===== src/rtl/pg_rr_sched.sv =====
// pg_rr_sched: round-robin scheduler sharing one registered WIDTH-bit lane
// among NREQ valid/ready requesters. One granted beat per cycle is forwarded
// through an output register, tagged with the index of its requester.
//
// Optional feature: define PG_RR_SCHED_CNT_EN to add per-requester
// saturating 8-bit grant counters (cnt_clr input, grant_cnt output).
//
// Ports:
//   clk        clock, rising edge
//   rst_n      asynchronous active-low reset
//   req_valid  [NREQ]        requester i presents a beat
//   req_data   [NREQ*WIDTH]  requester i data at [i*WIDTH +: WIDTH]
//   req_ready  [NREQ]        one-hot/zero, beat i is taken this cycle (comb)
//   out_valid                output register holds a beat
//   out_ready                downstream accepts the beat
//   out_data   [WIDTH]       granted beat
//   out_src    [SRCW]        index of the requester that supplied out_data
//   cnt_clr                  (PG_RR_SCHED_CNT_EN) synchronous counter clear
//   grant_cnt  [NREQ*8]      (PG_RR_SCHED_CNT_EN) count i at [i*8 +: 8]
module pg_rr_sched #(
   parameter int unsigned WIDTH = 4,
   parameter int unsigned NREQ  = 2,
   parameter int unsigned SRCW  = $clog2(NREQ)
) (
   input  logic                    clk,
   input  logic                    rst_n,
   input  logic [NREQ-1:0]         req_valid,
   input  logic [NREQ*WIDTH-1:0]   req_data,
   output logic [NREQ-1:0]         req_ready,
   output logic                    out_valid,
   input  logic                    out_ready,
   output logic [WIDTH-1:0]        out_data,
   output logic [SRCW-1:0]         out_src
`ifdef PG_RR_SCHED_CNT_EN
   ,
   input  logic                    cnt_clr,
   output logic [NREQ*8-1:0]       grant_cnt
`endif
);

   localparam int unsigned   CNTW    = 8;
   localparam logic [SRCW-1:0] PTR_RST = SRCW'(NREQ - 1);

   logic                 out_valid_q, out_valid_d;
   logic [WIDTH-1:0]     out_data_q,  out_data_d;
   logic [SRCW-1:0]      out_src_q,   out_src_d;
   logic [SRCW-1:0]      ptr_q,       ptr_d;

   logic                 load_c;
   logic                 take_c;
   logic                 gnt_found;
   logic [SRCW-1:0]      gnt_idx;
   logic [WIDTH-1:0]     gnt_data;
   int unsigned          gnt_best;
   int unsigned          gnt_dist;

   // Output register may be reloaded when empty or being drained this cycle.
   assign load_c = !out_valid_q || out_ready;

   // Round-robin search: distance 0 is ptr+1, distance NREQ-1 is ptr itself;
   // the valid requester with the smallest distance wins.
   always_comb begin
      gnt_found = 1'b0;
      gnt_idx   = '0;
      gnt_data  = '0;
      gnt_best  = NREQ;
      gnt_dist  = 0;
      for (int unsigned i = 0; i < NREQ; i++) begin
         gnt_dist = (i + 2 * NREQ - 1 - 32'(ptr_q)) % NREQ;
         if (req_valid[i] && (gnt_dist < gnt_best)) begin
            gnt_best  = gnt_dist;
            gnt_found = 1'b1;
            gnt_idx   = SRCW'(i);
            gnt_data  = req_data[i*WIDTH +: WIDTH];
         end
      end
   end

   assign take_c = load_c && gnt_found;

   // Handshake back to the winning requester only.
   always_comb begin
      req_ready = '0;
      if (take_c) begin
         req_ready[gnt_idx] = 1'b1;
      end
   end

   // Next-state for the output register and grant pointer.
   always_comb begin
      out_valid_d = out_valid_q;
      out_data_d  = out_data_q;
      out_src_d   = out_src_q;
      ptr_d       = ptr_q;
      if (load_c) begin
         out_valid_d = gnt_found;
         if (gnt_found) begin
            out_data_d = gnt_data;
            out_src_d  = gnt_idx;
            ptr_d      = gnt_idx;
         end
      end
   end

   // State registers; reset restarts priority at requester 0.
   always_ff @(posedge clk or negedge rst_n) begin
      if (!rst_n) begin
         out_valid_q <= 1'b0;
         out_data_q  <= '0;
         out_src_q   <= '0;
         ptr_q       <= PTR_RST;
      end else begin
         out_valid_q <= out_valid_d;
         out_data_q  <= out_data_d;
         out_src_q   <= out_src_d;
         ptr_q       <= ptr_d;
      end
   end

   assign out_valid = out_valid_q;
   assign out_data  = out_data_q;
   assign out_src   = out_src_q;

`ifdef PG_RR_SCHED_CNT_EN
   logic [NREQ-1:0][CNTW-1:0] cnt_q, cnt_d;

   // Saturating per-requester grant counters; clear wins over increment.
   always_comb begin
      cnt_d = cnt_q;
      if (cnt_clr) begin
         cnt_d = '0;
      end else if (take_c && (cnt_q[gnt_idx] != {CNTW{1'b1}})) begin
         cnt_d[gnt_idx] = cnt_q[gnt_idx] + CNTW'(1);
      end
   end

   always_ff @(posedge clk or negedge rst_n) begin
      if (!rst_n) begin
         cnt_q <= '0;
      end else begin
         cnt_q <= cnt_d;
      end
   end

   assign grant_cnt = cnt_q;
`endif

endmodule


===== config.mk =====
export PLATFORM = sky130hd
export DESIGN_NAME = pg_rr_sched
export DESIGN_NICKNAME = d
export VERILOG_FILES = /design/src/rtl/pg_rr_sched.sv
export SDC_FILE = /design/constraint.sdc
export NUM_CORES = 1
export LEC_CHECK = 0
export ABC_AREA = 1
export CAP_MARGIN = 25
export CORE_AREA = 2 2 39 41
export CTS_BUF_LIST = sky130_fd_sc_hd__clkbuf_4
export CTS_CLUSTER_DIAMETER = 40
export CTS_CLUSTER_SIZE = 28
export DETAILED_ROUTE_END_ITERATION = 8
export DIE_AREA = 0 0 41 43
export DONT_BUFFER_PORTS = 1
export GPL_TIMING_DRIVEN = 0
export PLACE_DENSITY_LB_ADDON = 0.15
export SYNTH_ARGS = -nofsm -noshare
export SYNTH_HDL_FRONTEND = slang
export SYNTH_SLANG_ARGS = --single-unit

===== constraint.sdc =====
create_clock -name clk -period 3.1 [get_ports clk]
set_input_delay 0.62 -clock clk [delete_from_list [all_inputs] [get_ports clk]]
set_output_delay 0.62 -clock clk [all_outputs]
set_load 0.02 [all_outputs]

==> run_results.csv, run 1 <==
group,metric,value,unit
synthesis,synth-adder-area-share,0,%
critical_path,cp.required,2.48,ns
placed_design,dp_hpwl,594.4,um
floorplan,die-area,1763,um^2
clock_tree,cts_setup_buffers,0,
synthesis,synth_seq_cells,7,
clock_tree,ctsResizeCount,0,
clock_tree,cts_tree,"yes",
finish,synthToLayoutAreaGrowth,13.61,%
floorplan,fp.dieW,41,um
route,wl_per_cell,9.878,um
synthesis,synthSimpleGateAreaFrac,41.50,%
floorplan,ioPinCount,21,
hold_path,hp-class,"input port to asynchronous set/reset pin",
route,drc_errors,0,
finish,nNetsFinal,72,
sta,tns,0,ns
critical_path,slowest_delay,0.53,ns
sta,finalMaxSlewViolations,0,
critical_path,crit_path_top_delay_cell,"dfstp_2",
clock_tree,clk_pin_slew_worst_paths,0.05,ns
finish,fillCellCount,155,
grt,grt-ovfl-total,0,
floorplan,num_rows,14,
route,totalWireLength,731,um
power_and_ir_drop,p_leak,0.2659,nW
critical_path,critPathLaunchType,"flip-flop",
power_and_ir_drop,p_per_area,619.9,nW/um^2
finish,fin_cells,74,
placed_design,gp_congestion,0.6191,
placed_design,dp_cells,70,
critical_path,r2r_end,"out_data[2]$_DFFE_PN0P_",
route,drtIter0Drc,5,
sta,setup_ws,1.080,ns
clock_tree,cts.sinks,7,
synthesis,synth_area_per_cell,6.812,um^2
finish,diodes,0,
synthesis,synth_cell_types,8,
finish,final_common_cell,"nand2_1",
clock_tree,numCtsBuffers,3,
sta,timing.fmax,0.4951,GHz
synthesis,syn_area,367.9,um^2
sta,fin_skew,0.001503,ns
critical_path,crit_chain,"nand2_1, nand2_2, inv_1, nor2_1",
grt,grt_pass1_vias,340,
sta,slew-limit-headroom,75.29,%
clock_tree,cts_max_path_buffers,2,
placed_design,placed_area,387.9,um^2
critical_path,end_kind,"output port",
run_status,status,"finished, final reports clean",
route,num_vias,301,
sta,fin_crit_sh,65.15,%
finish,final_layout_size_suffix_gt1_share,13.79,%
grt,grt_antenna_before_repair,0,
critical_path,cp.arrival,1.40,ns
clock_tree,clockRootBuffer,"clkbuf_4",
critical_path,worstRegToRegCells,5,
sta,finalSetupViolCount,0,
synthesis,syn-num-nets,67,
synthesis,synth-xor-area-share,0,%
critical_path,crit_type,"flip-flop to output port",
critical_path,ff2ff_setup_slack,1.92,ns
synthesis,yosysWarnings,0,
synthesis,synth_compound_area_share,2.381,%
synthesis,ys_seq_area_share,47.96,%
floorplan,start_util,26.58,%
critical_path,crit_family,"simple AND/OR/NAND/NOR gates",
sta,grt_setup_unrepaired,"false",
grt,grt_pass1_wl,1.317,mm
floorplan,core-area,1384,um^2
grt,grt_max_degree,10,
route,first_pass_iters,3,
clock_tree,cts_hold_buffers,0,
run,cap_violations,0,
clock_tree,clk_latency,0.24,ns
synthesis,muxShareOfSynthArea,0,%
placed_design,io_buffers,0,
clock_tree,htree_num_levels,1,
route,vias_per_cell,4.068,
sta,hold_viol_final,0,
critical_path,cp_max_fo,5,
finish,fin_area,417.9,um^2
critical_path,r2r_start,"out_valid$_DFFE_PN0P_",
synthesis,syn-instance-count,54,
finish,final_core_util,30.20,%
floorplan,die_height,43,um
route,ant_nets,0,
synthesis,synth_top_family_by_area,"simple AND/OR/NAND/NOR gates",
grt,grtUsageTotal,11.46,%
finish,final_cell_mix,"nand2_1, inv_1, dfrtp_1, nand3_1, clkbuf_4",
critical_path,cp_num_buf_inv,1,
power_and_ir_drop,vdd_drop_max,128.5,uV
sta,fin_crit,2.020,ns
placed_design,pre_cts_slack,1.232,ns
sta,tightest_slew,0.3693,ns
per-layer routing:
metal / part of all wire (%) / vias up / track usage (%)
met5: 0 / - / 0
met1: 49 / 111 / 15.16
met3: 10 / 4 / 4.712
met2: 38 / 19 / 13.13
met4: 2.9 / 0 / 10.67
li1: - / 167 / -
how the worst max path moves through the flow:
stage,startpoint,end,slack [ns],cells after the start
2_1_floorplan,req_valid[0],req_ready[0],1.30,4
4_1_cts,ptr_q$_DFFE_PN1P_,req_ready[0],1.06,4
6_report,ptr_q$_DFFE_PN1P_,req_ready[0],1.08,4
3_3_place_gp,req_valid[0],req_ready[0],1.21,4
3_5_place_dp,req_valid[0],req_ready[0],1.23,4
5_1_grt,ptr_q$_DFFE_PN1P_,req_ready[0],0.98,4
kinds of logic after synthesis:
kind of cell    count (synthesis)
buf+inv                         8
compound gates                  1
simple gates                   38
flops                           7
power breakdown:
part	total, mW	internal (mW)	switching [mW]
sequential	0.132	0.107	0.0245
combinational	0.0377	0.0122	0.0255
clock	0.0895	0.0577	0.0317
layout make-up:
cell class                      instances  area [um^2]  share of cell area, %
Clock buffer                            4        30.03                  7.186
Inverter                                8        30.03                  7.186
Multi-Input combinational cell         39        161.4                  38.62
Sequential cell                         7        176.4                  42.22
Tap cell                               16        20.02                  4.790
registers in the layout (all words and copies together) (netlist names):
register and cells:
ptr_q 1, out_valid 1, out_data 4, out_src 1
Yosys cell counts (all sizes together):
library cell	count	share of area (%)
nand3	4	5.4
nand2	33	35
dfrtp	6	41
dfstp	1	7.1
nor2	1	1.0
inv	8	8.2
o21ai	1	2.4
through the flow:
stage | hold slack, ns | power, mW
6_report | 0.06584 | 0.2591
2_1_floorplan | 0.3244 | 0.1635
4_1_cts | 0.05562 | 0.2649
5_1_grt | 0.04782 | 0.2789
3_3_place_gp | 0.3246 | 0.1718
3_5_place_dp | 0.3246 | 0.1718
Note: power is estimated with default switching activity, not from simulation.
==> run 2, diff against run 1 <==
==> constraint.sdc (replaced) <==
create_clock -name clk -period 1.8 [get_ports clk]
set_input_delay 0.36 -clock clk [delete_from_list [all_inputs] [get_ports clk]]
set_output_delay 0.36 -clock clk [all_outputs]
set_load 0.02 [all_outputs]
==> run 2 against run 1 <==
Compared with the run above: critical path depth stayed put; combinational power is 87% higher; sequential power is 72% higher; die area stayed put; total power is 74% higher; design area is 3.0% higher; sequential cell count stayed put; worst hold slack better by 0.28 ns.
==> run_results.csv, run 2 (synthesis results as in run 1) <==
group,metric,value,unit
route,wl_per_cell,9.747,um
placed_design,pre_cts_slack,0.2986,ns
route,drtIter0Drc,5,
placed_design,io_buffers,0,
run,cap_violations,0,
sta,slew-limit-headroom,74.97,%
finish,final_core_util,31.10,%
critical_path,critPathLaunchType,"flip-flop",
finish,synthToLayoutAreaGrowth,17.01,%
clock_tree,cts_setup_buffers,0,
sta,fin_crit,1.681,ns
clock_tree,cts_max_path_buffers,2,
floorplan,ioPinCount,21,
power_and_ir_drop,p_per_area,1049,nW/um^2
sta,hold_viol_final,0,
grt,met3_usage,4.712,%
placed_design,dp_hpwl,594.4,um
grt,grt_max_degree,10,
grt,grt-busiest-layer,"met1",
sta,whs,0.3462,ns
clock_tree,numCtsBuffers,3,
finish,final_common_cell,"nand2_1",
route,first_pass_iters,3,
finish,nNetsFinal,73,
grt,grt_pass1_vias,342,
grt,grt_pass1_wl,1.331,mm
sta,finalSetupViolCount,0,
route,vias_per_cell,4.080,
floorplan,start_util,26.58,%
run_status,status,"finished, final reports clean",
sta,tightest_slew,0.3754,ns
grt,grt_antenna_before_repair,0,
floorplan,fp.dieW,41,um
floorplan,die_height,43,um
clock_tree,cts_tree,"yes",
sta,grt_setup_unrepaired,"false",
critical_path,cp.required,1.44,ns
clock_tree,clockRootBuffer,"clkbuf_4",
grt,use_met2,13.44,%
route,num_vias,306,
grt,grt_use_met1,15.16,%
floorplan,die-area,1763,um^2
critical_path,end_kind,"output port",
grt,grtUsageTotal,11.56,%
route,drc_errors,0,
finish,largest_register_ffs,4,
sta,finalMaxSlewViolations,0,
finish,diodes,0,
clock_tree,clk_latency,0.24,ns
power_and_ir_drop,vdd_drop_max,226.2,uV
critical_path,cp_max_fo,5,
finish,final_layout_size_suffix_gt1_share,15.25,%
sta,tns,0,ns
clock_tree,htree_num_levels,1,
grt,grt-ovfl-total,0,
route,totalWireLength,731,um
critical_path,crit_type,"flip-flop to output port",
placed_design,gp_congestion,0.6191,
sta,fin_crit_sh,93.38,%
clock_tree,clk_pin_slew_worst_paths,0.05,ns
power_and_ir_drop,p_leak,0.2701,nW
hold_path,hp-class,"input port to flip-flop",
route,ant_nets,0,
critical_path,cp.arrival,1.32,ns
floorplan,core-area,1384,um^2
sta,fin_skew,0.001542,ns
clock_tree,cts.sinks,7,
sta,setup_ws,0.1191,ns
sta,timing.fmax,0.5949,GHz
finish,final_cell_mix,"nand2_1, inv_1, dfrtp_1, nand3_1, clkbuf_4",
floorplan,num_rows,14,
==> run 2: cell count changes in the layout (fill, tap and decap cells not counted), sizes merged <==
cell	before	now
dlygate4sd3	0	1
==> run 2: per-stage QoR <==
step                cells  power (mW)  area, um^2
finish                 75      0.4517       430.4
global route           75      0.4862       430.4
CTS                    75      0.4608       427.9
detailed placement     70      0.2959       387.9
global placement       70      0.2959       387.9
floorplan              54      0.2815       367.9
==> run 2: routing by layer <==
layer	part of all wire, %	wire (um)
met5	0	0
met4	2.9	21
met3	11	77
met2	39	286
met1	47	345
==> run 2: final timing paths <==
| check | start | endpoint | slack (ns) | depth (start not counted) |
|---|---|---|---|---|
| worst min-delay path | req_valid[1] | out_valid$_DFFE_PN0P_ | 0.35 | 2 |
| min in group asynchronous | rst_n | out_src$_DFFE_PN0P_ | 0.44 | 1 |
| worst max register to register | out_valid$_DFFE_PN0P_ | out_data[2]$_DFFE_PN0P_ | 0.61 | 5 |
| worst min register to register | ptr_q$_DFFE_PN1P_ | ptr_q$_DFFE_PN1P_ | 0.47 | 2 |
| max in group asynchronous | rst_n | ptr_q$_DFFE_PN1P_ | 1.07 | 1 |
| worst max-delay path | ptr_q$_DFFE_PN1P_ | req_ready[0] | 0.12 | 4 |
==> run 2: worst max-delay path, stage by stage, from the launching register on <==
cell and delay [ns]:
dfstp_2 0.53, nand2_1 0.12, nand2_2 0.13, inv_1 0.08, nor2_2 0.23
==> run 2: final cells by class <==
class                      instances  area [um^2]
fill                             156        953.4
timing repair buffer               1        10.01
sequential                         7        176.4
tap                               16        20.02
multi-input combinational         39        163.9
clock buffer                       4        30.03
inverter                           8        30.03
==> run 2: repair_timing <==
action,in CTS,in global routing
endpoints found under the hold margin,7,0
hold buffers,1,0
setup endpoints to repair,0,1
resized for setup,0,1
==> run 2: where the power goes <==
part | total (mW) | switching [mW] | leakage [nW] | internal, mW
clock | 0.154 | 0.0547 | 0.0184 | 0.0994
combinational | 0.0705 | 0.0476 | 0.167 | 0.0229
sequential | 0.227 | 0.0423 | 0.0844 | 0.185
==> run 3, diff against run 2 <==
--- a/config.mk
+++ b/config.mk
@@ -5,7 +5,6 @@
 export SDC_FILE = /design/constraint.sdc
 export NUM_CORES = 1
 export LEC_CHECK = 0
-export ABC_AREA = 1
 export CAP_MARGIN = 25
 export CORE_AREA = 2 2 39 41
 export CTS_BUF_LIST = sky130_fd_sc_hd__clkbuf_4
==> run 3 against run 2 <==
Compared with the run above: non-clock buffer count grew 1; combinational power fell by 1%; die area unchanged; clock skew up 0.0058 ns; largest cell class unchanged; critical path type unchanged; clock power about the same; sequential power is 2% lower; area after synthesis is 3.4% lower; worst setup slack got worse by 0.086 ns; utilization shrank 0.81 points.
==> run_results.csv, run 3 <==
group,metric,value,unit
finish,seqCellArea,177.7,um^2
finish,fin_area,419.2,um^2
sta,finalMaxSlewViolations,0,
power_and_ir_drop,seqPwrFrac,49.9,%
route,drtIter0Drc,0,
route,drc_errors,0,
clock_tree,clk_latency,0.25,ns
finish,nNetsFinal,44,
sta,fin_skew,0.007352,ns
synthesis,synthArstFlopShare,100.0,%
floorplan,ioPinCount,21,
placed_design,placed_area,375.4,um^2
finish,final_common_cell,"dfrtp_1",
finish,final_layout_size_suffix_gt1_share,50.00,%
sta,tightest_slew,0.4533,ns
sta,tns,0,ns
synthesis,synth_cell_types,13,
placed_design,gp_congestion,0.6496,
placed_design,dp_hpwl,615.8,um
critical_path,slowest_delay,0.53,ns
critical_path,crit_chain,"and2b_1, nor3b_4",
critical_path,r2r_start,"ptr_q$_DFFE_PN1P_",
route,vias_per_cell,5.239,
synthesis,synth_top_family_by_area,"compound AO/OA/AOI/OAI gates",
synthesis,muxShareOfSynthArea,0,%
critical_path,crit_start,"ptr_q$_DFFE_PN1P_",
synthesis,synth-adder-area-share,0,%
synthesis,yosysWarnings,0,
sta,fin_crit,1.767,ns
route,num_vias,241,
sta,grt_setup_unrepaired,"true",
clock_tree,cts_tree,"yes",
critical_path,cp_max_fo,5,
power_and_ir_drop,switching_share,28.55,%
run_status,status,"finished, final reports clean",
critical_path,cp.arrival,1.41,ns
placed_design,io_buffers,0,
critical_path,critPathLaunchType,"flip-flop",
sta,hold_viol_final,0,
critical_path,end_kind,"output port",
critical_path,crit_path_top_delay_cell,"dfstp_2",
synthesis,synth_top_area_share,42.25,%
synthesis,synth-xor-area-share,0,%
route,ant_nets,0,
synthesis,syn_area,355.3,um^2
clock_tree,cts_max_path_buffers,2,
synthesis,synthTopCellsByArea,"dfrtp_1, a221o_1, nor3b_1",
critical_path,crit_type,"flip-flop to output port",
finish,diodes,0,
floorplan,core-area,1384,um^2
hold_path,min_from,"req_valid[1]",
synthesis,synthSimpleGateAreaFrac,22.89,%
clock_tree,htree_num_levels,1,
synthesis,synth_edf_count,0,
synthesis,syn-instance-count,25,
power_and_ir_drop,p_comb_share,15.6,%
power_and_ir_drop,p_clk_share,34.5,%
power_and_ir_drop,p_int,319.8,uW
grt,grt_antenna_before_repair,0,
route,first_pass_iters,1,
synthesis,synth.most_common_cell,"dfrtp_1",
grt,grt_pass1_vias,272,
power_and_ir_drop,p_per_area,1068,nW/um^2
grt,grt_max_degree,9,
finish,multi_input_area,170.2,um^2
critical_path,crit_family,"simple AND/OR/NAND/NOR gates",
critical_path,cp.required,1.44,ns
synthesis,synth_compound_area_share,24.30,%
clock_tree,clk_pin_slew_worst_paths,0.05,ns
clock_tree,cts_setup_buffers,0,
synthesis,synthFlopType,"dfrtp_1",
power_and_ir_drop,p_total,447.5,uW
grt,grtUsageTotal,10.71,%
finish,synthToLayoutAreaGrowth,17.96,%
sta,fin_crit_sh,98.15,%
sta,timing.fmax,0.5660,GHz
critical_path,cp_num_buf_inv,0,
route,wl_per_cell,17.00,um
clock_tree,cts.sinks,7,
grt,grt_pass1_wl,1.193,mm
clock_tree,numCtsBuffers,3,
finish,final_cell_mix,"dfrtp_1, nor3b_1, a221o_1, clkbuf_4, a21o_2",
sta,finalSetupViolCount,0,
floorplan,start_util,25.68,%
finish,fillCellCount,140,
route,totalWireLength,782,um
floorplan,die_height,43,um
synthesis,synth_top_cell_by_area,"dfrtp_1",
power_and_ir_drop,switchingPower,127.7,uW
power_and_ir_drop,vdd_drop_max,498.1,uV
floorplan,num_rows,14,
synthesis,synth_seq_cells,7,
synthesis,ys_seq_area_share,49.65,%
synthesis,syn-num-nets,38,
clock_tree,clockRootBuffer,"clkbuf_4",
floorplan,die-area,1763,um^2
power_and_ir_drop,p_leak,0.1757,nW
run,cap_violations,0,
sta,slew-limit-headroom,69.75,%
synthesis,synth_area_per_cell,14.21,um^2
floorplan,fp.dieW,41,um
grt,grt-ovfl-total,0,
hold_path,hp-class,"input port to flip-flop",
finish,largest_register_ffs,4,
synthesis,synthTopCellsByCount,"dfrtp_1, a221o_1, nor3b_1",
-- run 3: cell count changes after synthesis, moves of 2 or more --
cell / delta
nand2_1: -31
a21o_2: +2
inv_1: -8
nor3b_1: +4
nand3_1: -4
a221o_1: +4
nand2_2: -2
-- run 3: path summary, 6_finish.rpt --
| path | to | slack, ns | cells past startpoint |
|---|---|---|---|
| worst max-delay path | req_ready[0] | 0.03 | 2 |
| worst min-delay path | out_valid$_DFFE_PN0P_ | 0.22 | 1 |
| worst max register to register | out_data[3]$_DFFE_PN0P_ | 0.34 | 3 |
| worst min register to register | ptr_q$_DFFE_PN1P_ | 0.55 | 1 |
| max in group asynchronous | ptr_q$_DFFE_PN1P_ | 1.07 | 1 |
| min in group asynchronous | out_data[1]$_DFFE_PN0P_ | 0.44 | 1 |
-- run 3: metal layers --
layer  part of all wire (%)  track usage (%)
met3                     13            9.424
met2                     48            15.31
met4                      0            2.000
met1                     40            11.80
met5                      0                0
-- run 3: power groups by stage --
| stage | Sequential [mW] | Clock (mW) | Combinational, mW |
|---|---|---|---|
| final | 0.223 | 0.154 | 0.0697 |
| after floorplan | 0.221 | 0 | 0.0564 |
| after detailed placement | 0.226 | 0 | 0.0653 |
| after global placement | 0.225 | 0 | 0.0635 |
| after CTS | 0.224 | 0.163 | 0.0702 |
| after global routing | 0.229 | 0.177 | 0.0760 |
-- run 3: through the flow --
step	hold slack, ns	utilization, %	cells	setup WS [ns]
floorplan	0.06441	-	25	0.3716
global placement	0.06459	27.12	41	0.2942
detailed placement	0.06460	27.12	41	0.2888
CTS	0.2131	30.02	46	0.007347
global route	0.2064	30.29	46	-0.02323
finish	0.2241	30.29	46	0.03326
-- run 3: worst register-to-register path: cells and delay by family, from the launching register on --
family,cells,cell delay [ns]
compound gates,1,0.23
simple gates,2,0.63
flops,1,0.53
-- run 3: cells by family after synthesis --
family,after synthesis
compound gates,8
buf+inv,1
flops,7
simple gates,9
-- run 3: cell type report --
cell class	count	share of cell area (%)
well taps	16	4.776
repair buffers	1	2.388
flip-flops and latches	7	42.39
plain buffers	1	2.687
multi-input cells	17	40.60
clock buffers	4	7.164
-- run 3: repair_timing --
action                                 4_1_cts  5_1_grt
setup endpoints to repair                    0        2
endpoints found under the hold margin        7        0
gates resized for setup                      0        2
hold buffers                                 1        0
